[src/rtl/sdr_cmd_arb.sv]
// SDRAM command-bus arbiter: shares one registered command bus between the init/refresh
// source and the read/write engine, tracking pending refreshes and forcing early burst stop.
`timescale 1ns/1ps
`ifndef BA_WIDTH
`define BA_WIDTH 2
`endif
`ifndef ROW_WIDTH
`define ROW_WIDTH 12
`endif

module sdr_cmd_arb #(
    parameter int unsigned REF_WIN = 20,
    parameter int unsigned RW_MAX  = 256
) (
    input  logic                   Sdr_clk,
    input  logic                   Rst,
    input  logic                   Sdr_init_done,
    input  logic                   Sdr_ref_req,
    output logic                   Sdr_ref_ack,
    input  logic                   Ir_vld,
    input  logic                   Ir_ras,
    input  logic                   Ir_cas,
    input  logic                   Ir_we,
    input  logic [`BA_WIDTH-1:0]   Ir_ba,
    input  logic [`ROW_WIDTH:0]    Ir_addr,
    input  logic                   Rw_req,
    output logic                   Rw_gnt,
    input  logic                   Rw_done,
    output logic                   Rw_stop,
    input  logic                   Rw_ras,
    input  logic                   Rw_cas,
    input  logic                   Rw_we,
    input  logic [`BA_WIDTH-1:0]   Rw_ba,
    input  logic [`ROW_WIDTH:0]    Rw_addr,
    output logic                   Sdr_rw_vld,
    output logic                   Sdr_ras,
    output logic                   Sdr_cas,
    output logic                   Sdr_we,
    output logic [`BA_WIDTH-1:0]   Sdr_ba,
    output logic [`ROW_WIDTH:0]    Sdr_addr
);

    localparam int unsigned BA_W    = `BA_WIDTH;
    localparam int unsigned AD_W    = `ROW_WIDTH + 1;
    localparam int unsigned CMD_W   = 3 + BA_W + AD_W;
    localparam int unsigned REF_CW  = $clog2(REF_WIN + 1);
    localparam int unsigned HOLD_CW = $clog2(RW_MAX + 1);
    localparam logic [CMD_W-1:0] CMD_NOP = {3'b111, {(CMD_W-3){1'b0}}};

    typedef enum logic [1:0] {ST_INIT, ST_IDLE, ST_RW, ST_REF} state_t;

    state_t               r_state;
    state_t               w_next;
    logic [1:0]           r_pend;
    logic [1:0]           w_pend_nxt;
    logic [REF_CW-1:0]    r_ref_cnt;
    logic [REF_CW-1:0]    w_ref_nxt;
    logic [HOLD_CW-1:0]   r_hold;
    logic [HOLD_CW-1:0]   w_hold_nxt;
    logic                 r_ack;
    logic                 r_gnt;
    logic                 r_stop;
    logic                 w_ack_nxt;
    logic                 w_stop_nxt;
    logic [CMD_W-1:0]     r_cmd;
    logic [CMD_W-1:0]     w_cmd;
    logic [CMD_W-1:0]     w_ir_cmd;
    logic [CMD_W-1:0]     w_rw_cmd;

    assign w_ir_cmd = {Ir_ras, Ir_cas, Ir_we, Ir_ba, Ir_addr};
    assign w_rw_cmd = {Rw_ras, Rw_cas, Rw_we, Rw_ba, Rw_addr};

    always_ff @(posedge Sdr_clk) begin
        if (Rst) r_state <= ST_INIT;
        else     r_state <= w_next;
    end

    // Next state, next command and counter updates.
    always_comb begin
        w_next     = r_state;
        w_cmd      = CMD_NOP;
        w_hold_nxt = '0;
        w_ref_nxt  = '0;
        w_pend_nxt = r_pend;
        case (r_state)
            ST_INIT: begin
                if (Ir_vld) w_cmd = w_ir_cmd;
                if (Sdr_init_done) w_next = ST_IDLE;
            end
            // A refresh request seen this cycle holds off the RW grant so refresh wins ties.
            ST_IDLE: begin
                if (r_pend != 2'd0) w_next = ST_REF;
                else if (Rw_req && !Sdr_ref_req) w_next = ST_RW;
            end
            ST_RW: begin
                if (Rw_done) w_next = (r_pend != 2'd0) ? ST_REF : ST_IDLE;
                if (r_pend != 2'd0 && r_hold != HOLD_CW'(RW_MAX)) w_hold_nxt = r_hold + HOLD_CW'(1);
                else                                              w_hold_nxt = r_hold;
            end
            ST_REF: begin
                if (Ir_vld) w_cmd = w_ir_cmd;
                if (r_ref_cnt == REF_CW'(REF_WIN - 1)) w_next = ST_IDLE;
                else                                   w_ref_nxt = r_ref_cnt + REF_CW'(1);
            end
            default: w_next = ST_INIT;
        endcase
        if (!Sdr_init_done) w_next = ST_INIT;
        // The RW engine's last cycle is replaced by NOP so every hand-over has a gap.
        if (r_state == ST_RW && w_next == ST_RW) w_cmd = w_rw_cmd;
        if (w_next != ST_RW)  w_hold_nxt = '0;
        if (w_next != ST_REF) w_ref_nxt  = '0;
        if (Sdr_ref_req && !r_ack) begin
            if (r_pend != 2'd3) w_pend_nxt = r_pend + 2'd1;
        end else if (!Sdr_ref_req && r_ack && r_pend != 2'd0) begin
            w_pend_nxt = r_pend - 2'd1;
        end
        if (r_state == ST_INIT && w_next == ST_IDLE) w_pend_nxt = '0;
        w_ack_nxt  = (w_next == ST_REF) && (r_state != ST_REF);
        w_stop_nxt = (w_next == ST_RW) && (r_stop || w_hold_nxt == HOLD_CW'(RW_MAX));
    end

    always_ff @(posedge Sdr_clk) begin
        if (Rst) begin
            r_pend    <= '0;
            r_ref_cnt <= '0;
            r_hold    <= '0;
            r_ack     <= 1'b0;
            r_gnt     <= 1'b0;
            r_stop    <= 1'b0;
            r_cmd     <= CMD_NOP;
        end else begin
            r_pend    <= w_pend_nxt;
            r_ref_cnt <= w_ref_nxt;
            r_hold    <= w_hold_nxt;
            r_ack     <= w_ack_nxt;
            r_gnt     <= (w_next == ST_RW);
            r_stop    <= w_stop_nxt;
            r_cmd     <= w_cmd;
        end
    end

    assign Sdr_ref_ack = r_ack;
    assign Rw_gnt      = r_gnt;
    assign Sdr_rw_vld  = r_gnt;
    assign Rw_stop     = r_stop;
    assign {Sdr_ras, Sdr_cas, Sdr_we, Sdr_ba, Sdr_addr} = r_cmd;

endmodule
[config.mk]
export PLATFORM = sky130hd
export DESIGN_NAME = sdr_cmd_arb
export DESIGN_NICKNAME = d
export VERILOG_FILES = /design/src/rtl/sdr_cmd_arb.sv
export SDC_FILE = /design/constraint.sdc
export NUM_CORES = 1
export LEC_CHECK = 0
export BUFFER_PORTS_ARGS = -buffer_cell sky130_fd_sc_hd__buf_2
export CORE_ASPECT_RATIO = 2
export CORE_UTILIZATION = 49
export CTS_CLUSTER_SIZE = 12
export DETAILED_ROUTE_END_ITERATION = 10
export PLACE_DENSITY_LB_ADDON = 0.25
export SYNTH_ARGS = -nofsm -noshare
export SYNTH_HDL_FRONTEND = slang
export SYNTH_SLANG_ARGS = --single-unit
[constraint.sdc]
create_clock -name Sdr_clk -period 2.77 [get_ports Sdr_clk]
set_input_delay 0.554 -clock Sdr_clk [delete_from_list [all_inputs] [get_ports Sdr_clk]]
set_output_delay 0.554 -clock Sdr_clk [all_outputs]
set_load 0.02 [all_outputs]
# Word level (Yosys, flattened, before mapping)

Index checks and enable logic that the tools add are counted.
Widths: inputs -> output; s select.

Bits in registers: 39
Input port bits: 43
Output and inout bits: 22
Logic and storage cells: 62

Add/subtract/negate cells: 4
Equality and inequality tests: 14
Multiplexer cells: 16
Bitwise operators: 1
Reduce and logical (&&, ||, !) cells: 19

Operator list:

| operator            | count |
|---|---|
| $mux 18             | 3 |
| $mux 9              | 3 |
| $mux 2              | 9 |
| $add 9x1->9 const B | 1 |
| $eq 9x9->1 const B  | 1 |
| $logic_and 1x1->1   | 9 |
| $ne 9x9->1 const B  | 1 |
| $eq 2x2->1 const B  | 4 |
| $ne 2x2->1 const B  | 4 |
| $pmux 2 s4          | 1 |
| $add 5x1->5 const B | 1 |
| $eq 5x5->1 const B  | 1 |
| $eq 2x1->1 const B  | 2 |
| $reduce_bool 2->1   | 2 |
| $reduce_or 2->1     | 2 |
| $reduce_or 4->1     | 1 |
| $add 2x1->2 const B | 1 |
| $logic_not 1->1     | 2 |
| $logic_not 2->1     | 1 |
| $ne 2x1->1 const B  | 1 |
| $reduce_and 2->1    | 1 |
| $sub 2x1->2 const B | 1 |
| $logic_or 1x1->1    | 1 |
| $not 1->1           | 1 |

# Depth between registers and ports, before layout

Gate-level depths: netlist of run 1.

Depth in word-level cells: 11
Gate-level depth with buffers: 9
Gate-level depth less buffers: 7

# Least setup slack after synthesis of run 1

OpenSTA, ideal clock, no wires.

Kind: register to register
Start: reg r_state[0]
End: reg r_stop, in the netlist Rw_stop
Setup time: 0.069 ns
Arrival time: 2.014 ns
Required time: 2.701 ns
Path slack: 0.687 ns
Stages on the path, launching flop included: 9
Buffers on the path: 1
Cell sequence: dfxtp_1 inv_1 ha_1 nor3b_1 nand4_1 a211o_1 buf_2 or4b_1 o21ai_1

Longest elaborated chain between the ends: 9

RTL lines:

| what                   | line | source |
|---|---|---|
| from (decl)            | 52   | `state_t r_state;` |
| from (signal assigned) | 75   | `else r_state <= w_next;` |
| $mux 2                 | 93   | `else if (Rw_req && !Sdr_ref_req) w_next = ST_RW;` |
| $mux 2                 | 92   | `if (r_pend != 2'd0) w_next = ST_REF;` |
| $pmux 2 s4             | 85   | `case (r_state)` |
| $mux 2                 | 107  | `if (!Sdr_init_done) w_next = ST_INIT;` |
| $ne 2x2->1             | 110  | `if (w_next != ST_RW) w_hold_nxt = '0;` |
| $mux 9                 | 110  |  |
| $eq 9x9->1             | 119  | `w_stop_nxt = (w_next == ST_RW) && (r_stop \|\| w_hold_nxt == HOLD_CW'(RW_MAX));` |
| $logic_or 1x1->1       | 119  |  |
| $logic_and 1x1->1 (*)  | 119  |  |
| to (signal assigned)   | 137  | `r_stop <= w_stop_nxt;` |
| to (decl)              | 62   | `logic r_stop;` |

Every way passes the cells marked *; elsewhere a longest branch is shown, timed or not.
A chain may end at the register's enable or synchronous reset.

# Worst setup path in the final report of run 1

Ends and elaborated chain as after synthesis.

==> metrics, run 1 <==
GRT Overall Usage 24.4%; Multi-input gate area 962 µm²; Seq/Total Area, Yosys 42.9%; Critical Path AT 2.53 ns; ys async rst share 0%; unrepaired setup endpoints after global routing no; Placeable Area 3570 µm²; FF-to-FF setup slack 0.46 ns; post-synthesis simple-gate area fraction 26.3%; first-pass GRT wire length 7040 µm; Routed Wire Length 4380 µm; Port Buffers 64; Avg Inst Size Synth 8.43 µm²; P per Cell Area 506 nW/µm²; CTS Sinks 39; Post-Synthesis Cells 216; Skew-Pair Late Insertion Delay 0.29 ns; Area contributors post-synth dfxtp_1 43%, nand3_1 6.0%, a21oi_1 5.5%; Final GP Congestion 0.857; outcome finished clean; via count 1707; Final ANT Viol Nets 0; worst setup path category flop to flop; switching share of power 22.8%; total CTS buffers 5; LEAKAGE 0.955 nW; post-synth top area share 42.9%; Seq cells post-synth 39; pin count of the biggest net entering global routing 24; Post-synth EDFFs 0; H-tree Lvls 2; Antenna Cells 0; peak supply drop 487 µV; number of global-route vias before repair 1687; largest area contributor in the netlist dfxtp_1; chip height 88.2 µm; main combinational cell family by area after synthesis simple AND/OR/NAND/NOR gates; vias per cell 5.22; Crit path required time 2.99 ns; Max Cap Viol 0; net count after synthesis 267; number of remaining DRC errors 0; Slew @ Worst Pin 0.630 ns; fin. max-slew vios 0; dpl cells 320; endpoints failing hold 0; hold crit path type flop to flop; Yosys warnings 0; DP Wirelength 3340 µm; Final nets 329; CTS tree yes; compound-cell area share of the yosys netlist 14.6%; NetSw 261 µW; most frequent cells in the layout 64 x buf_2, 39 x dfxtp_1, 22 x nor2_1, 22 x nand2_1, 22 x nand3_1; Max Clock Freq 433 MHz; P_int 886 µW; XOR/XNOR share of the synthesized area 5.29%; post-CTS sizing 0; period utilization 83.4%; DR iter-0 viols 23; Reg area 781 µm²; final worst path period need 2.31 ns; non-filler instance count after layout 327; CP Launch Type flop; antenna violations before repair 0; crit path max fanout 9; setup bufs post-CTS 0; # fillers 362; I/O Pins 65; clk buf depth 2; Starting Density 51.1%; site row count 31; area growth from synthesis to layout 24.5%; Gate power share 9.4%; Clock power frac 40.0%; commonest non-fill, non-tap cell in the layout buf_2; die area 3980 µm²; residual overflow from global routing 0; Fin Setup TNS 0 ns; CTS Hold Bufs 0; Root Buffer clkbuf_8; die extent in x 45.1 µm; final setup violation count 0; library cells used by synthesis 43; hold slack final 0.450 ns; Seq pwr share 50.6%; Worst Skew 0.00839 ns; DRT Pass-1 Iters 4; layout cells sized above 1 27.3%; Clk pin slew, worst setup/hold paths 0.07 ns; synthesized cell area 1820 µm²; endpoint class of the critical path flop; Primary FF master, synth dfxtp_1; proportion of synthesized area in mux cells 1.10%; max_slew headroom 58.0%; drt wl/cell 13.4 µm; adder-cell share of the synthesized area 5.49%
## synthesized netlist by cell type, types with 2 or more instances
cell type / instances
nor3_1: 7
inv_1: 6
xnor2_1: 6
xor2_1: 5
clkbuf_1: 4
nor2b_1: 3
nor3b_1: 3
and3_1: 2
a21oi_1: 20
buf_2: 3
ha_1: 8
o21bai_1: 3
buf_4: 3
nand3_1: 22
a31oi_1: 2
o21ai_1: 2
nand2_1: 22
o21ai_0: 2
nand2b_1: 5
and2_1: 3
nor2_1: 22
mux2i_1: 2
o2111ai_1: 2
dfxtp_1: 39
a211oi_1: 2
## cell type report
class,instances,share of cell area (%)
clock buffer,5,3.03
clock inverter,2,1.65
inverter,6,0.993
multi-input combinational,160,42.4
sequential,39,34.4
tap,49,2.70
timing repair buffer,66,14.8
## through the flow
step	setup WS [ns]	cell area [µm²]	total power [mW]	utilization (%)
global placement	0.513	2160	0.700	60.6
CTS	0.467	2270	1.16	63.6
detailed placement	0.481	2160	0.702	60.6
floorplan	0.687	1820	0.651	-
global route	0.302	2270	1.19	63.6
finish	0.459	2270	1.15	63.6
## final timing paths
kind           startpoint      endpoint  cells after the start
max            r_state[0]       Rw_stop                      7
min          r_ref_cnt[0]  r_ref_cnt[0]                      1
max reg2reg    r_state[0]       Rw_stop                      7
min reg2reg  r_ref_cnt[0]  r_ref_cnt[0]                      1
## power by group through the flow
stage / sequential, mW / combinational (mW) / clock (mW)
finish: 0.580 / 0.108 / 0.459
global route: 0.582 / 0.118 / 0.495
CTS: 0.580 / 0.109 / 0.469
detailed placement: 0.593 / 0.108 / 0
global placement: 0.593 / 0.107 / 0
floorplan: 0.604 / 0.0467 / 0
## kinds of logic (layout without fill, tap and decap cells)
family / after synthesis / in the layout
muxes: 2 / 2
DFF: 39 / 39
adders and majority gates: 8 / 8
xor gates and xnor gates: 11 / 11
buffers and inverters: 17 / 79
and+or+nand+nor: 97 / 97
AOI/OAI and AO/OA: 42 / 42
## sequential cells by signal (all words and copies together), names as in the netlist
signal	count
Rw_stop	1
r_pend	2
Sdr_ref_ack	1
r_cmd	18
r_ref_cnt	5
r_hold	9
Rw_gnt	1
r_state	2
## worst max-delay path, stage by stage, from the launching register on
cell     delay [ns]
dfxtp_1        0.37
inv_1          0.11
ha_1           0.21
nor3b_1        0.28
nand4_1        0.18
a211o_1        0.42
or4b_1         0.55
o21ai_1        0.12
## metal layers
layer	track usage, %	up-vias	routed length (µm)
li1	-	867	-
met1	22.9	776	1600
met2	45.6	48	2430
met3	4.90	16	164
met4	14.0	0	184
met5	0	-	0
Power figures use the tool's default switching activity.
==> run 2, diff against run 1 <==
- clock period: 2.77 -> 2.25 ns (I/O delays scaled with it)
==> run 2 against run 1 <==
Compared with the run above: worst hold slack got worse by 0.066 ns; combinational power up 41%; sequential cell count unchanged; register-to-register slack got worse by 0.37 ns; fmax increased by 6.8%; critical path type unchanged; via count is 7.4% higher; clock power up 25%; power grew 25%; non-clock buffer count up 17; die area did not move; global-route usage is 0.25 points higher.
==> metrics, run 2 (synthesis results as in run 1) <==
slowest stage cell, crit path or4b_1 (unchanged); setup bufs post-CTS 0 (unchanged); number of global-route vias before repair 1794 (was 1687); residual overflow from global routing 0 (unchanged); total CTS buffers 5 (unchanged); DRT Pass-1 Iters 4 (unchanged); setup slack after layout 0.0857 ns (was 0.459 ns); RR Endpoint Rw_stop (unchanged); Max Clock Freq 462 MHz (was 433 MHz); worst setup path category flop to flop (unchanged); Final GP Congestion 0.918 (was 0.857); Port Buffers 64 (unchanged); number of flip-flops in the largest register 18 (unchanged); most frequent cells in the layout 64 x buf_2, 38 x dfxtp_1, 22 x nand2_1, 22 x nand3_1, 21 x nor2_1 (was 64 x buf_2, 39 x dfxtp_1, 22 x nor2_1, 22 x nand2_1, 22 x nand3_1); Place WS 0.0103 ns (was 0.481 ns); non-filler instance count after layout 345 (was 327); Worst Skew 0.0139 ns (was 0.00839 ns); Starting Density 51.1% (unchanged); P_int 1.11 mW (was 886 µW); Antenna Cells 0 (unchanged); peak supply drop 487 µV (about the same); DP Area 2290 µm² (was 2160 µm²); Critical Path AT 2.39 ns (was 2.53 ns); Slew @ Worst Pin 0.505 ns (was 0.630 ns); Crit path required time 2.48 ns (was 2.99 ns); CTS tree yes (unchanged); hold crit path type primary input to flop (was flop to flop); GRT Overall Usage 24.6% (was 24.4%); period utilization 96.2% (was 83.4%); crit path cell chain buf_4 > ha_1 > nor2_2 > nand4_1 > buf_4 > a211o_1 > or4b_1 > o21ai_1 (was inv_1 > ha_1 > nor3b_1 > nand4_1 > a211o_1 > or4b_1 > o21ai_1); Routed Wire Length 4530 µm (was 4380 µm); crit-path max cell delay 0.54 ns (was 0.55 ns); I/O Pins 65 (unchanged); Placeable Area 3570 µm² (unchanged); antenna violations before repair 0 (unchanged); pin count of the biggest net entering global routing 24 (unchanged); commonest non-fill, non-tap cell in the layout buf_2 (unchanged); Max Cap Viol 0 (unchanged); endpoint class of the critical path flop (unchanged); Skew-Pair Late Insertion Delay 0.29 ns (about the same); fin. max-slew vios 0 (unchanged); site row count 31 (unchanged); Clock power frac 40.0% (about the same); HP Start Rw_addr[4] (was r_ref_cnt[0]); drt wl/cell 13.1 µm (was 13.4 µm); NetSw 331 µW (was 261 µW); hold path cells 3 (was 1); Clk pin slew, worst setup/hold paths 0.08 ns (was 0.07 ns); die extent in x 45.1 µm (unchanged); final setup violation count 0 (unchanged); reg2reg path depth 8 (was 7); post-route cell area 2430 µm² (was 2270 µm²); WHS Endpoint r_cmd[4] (was r_ref_cnt[0]); vias per cell 5.32 (was 5.22); endpoints failing hold 0 (unchanged); number of remaining DRC errors 0 (unchanged); Root Buffer clkbuf_8 (unchanged); dpl cells 337 (was 320); first-pass GRT wire length 7180 µm (was 7040 µm); r2r startpoint r_state[0] (unchanged); hold slack final 0.385 ns (was 0.450 ns); layout cells sized above 1 33.8% (was 27.3%); LEAKAGE 1.04 nW (was 0.955 nW); CP Launch Type flop (unchanged); chip height 88.2 µm (unchanged); register with the most flip-flops r_cmd (unchanged); DR iter-0 viols 35 (was 23); Final nets 346 (was 329); die area 3980 µm² (unchanged); Tot Pwr 1.44 mW (was 1.15 mW); via count 1834 (was 1707); outcome finished clean (unchanged); max_slew headroom 66.3% (was 58.0%); crit path max fanout 4 (was 9); P per Cell Area 593 nW/µm² (was 506 nW/µm²); area growth from synthesis to layout 33.2% (was 24.5%); Final ANT Viol Nets 0 (unchanged); clk buf depth 2 (unchanged); DP Wirelength 3530 µm (was 3340 µm); H-tree Lvls 2 (unchanged); CTS Hold Bufs 0 (unchanged); final worst path period need 2.16 ns (was 2.31 ns); most used cell along the critical path buf_4; Seq pwr share 49.4% (was 50.6%); CTS Sinks 39 (unchanged); Gate power share 10.6% (was 9.4%); biggest regs r_cmd: 18 flops, r_hold: 9 flops, r_ref_cnt: 5 flops (unchanged); switching share of power 23.0% (was 22.8%); FF-to-FF setup slack 0.09 ns (was 0.46 ns)
-- run 2: layout make-up --
type	instances	area (µm²)
fill	337	1140
multi-input combinational	160	985
sequential	39	782
timing repair buffer	83	463
clock buffer	5	68.8
tap	49	61.3
clock inverter	3	43.8
inverter	6	22.5
-- run 2: critical path, delay by kind of cell (launching register included) --
family | cells | cell delay [ns]
buffers and inverters | 2 | 0.33
AOI/OAI and AO/OA | 2 | 0.39
and+or+nand+nor | 3 | 0.84
adders and majority gates | 1 | 0.21
DFF | 1 | 0.34
-- run 2: metal layers --
metal	vias up	part of all wire (%)	global-route usage, %
met5	-	0	0
met3	14	3.4	6.12
met1	867	34	20.7
li1	904	-	-
met2	49	59	47.3
met4	0	3.6	15.2
-- run 2: worst max-delay path by stage --
stage,from,end,slack [ns],cells past startpoint
after global placement,r_state[1],r_cmd[8],0.04,8
final,r_state[0],Rw_stop,0.09,8
after CTS,r_state[1],Rw_stop,0.02,8
after global routing,r_state[0],Rw_stop,-0.005,8
after floorplan,r_state[0],Rw_stop,0.17,8
after detailed placement,r_state[1],r_cmd[2],0.01,8
-- run 2: timing repair --
action                                 in CTS  in global routing
pin swaps                                   0                  2
resized for setup                           1                  6
setup endpoints to repair                   8                  1
endpoints found under the hold margin       0                  0
-- run 2: per-stage QoR --
| stage | TNS (ns) | util [%] |
|---|---|---|
| 6_report | 0 | 68.0 |
| 5_1_grt | -0.00529 | 68.0 |
| 4_1_cts | 0 | 67.4 |
| 3_5_place_dp | 0 | 64.2 |
| 3_3_place_gp | 0 | 64.2 |
| 2_1_floorplan | 0 | - |
-- run 2: power by group through the flow --
stage | registers, mW | clock network [mW] | logic, mW
6_report | 0.711 | 0.575 | 0.152
3_5_place_dp | 0.728 | 0 | 0.150
3_3_place_gp | 0.727 | 0 | 0.148
4_1_cts | 0.711 | 0.591 | 0.150
5_1_grt | 0.712 | 0.616 | 0.166
2_1_floorplan | 0.743 | 0 | 0.0574
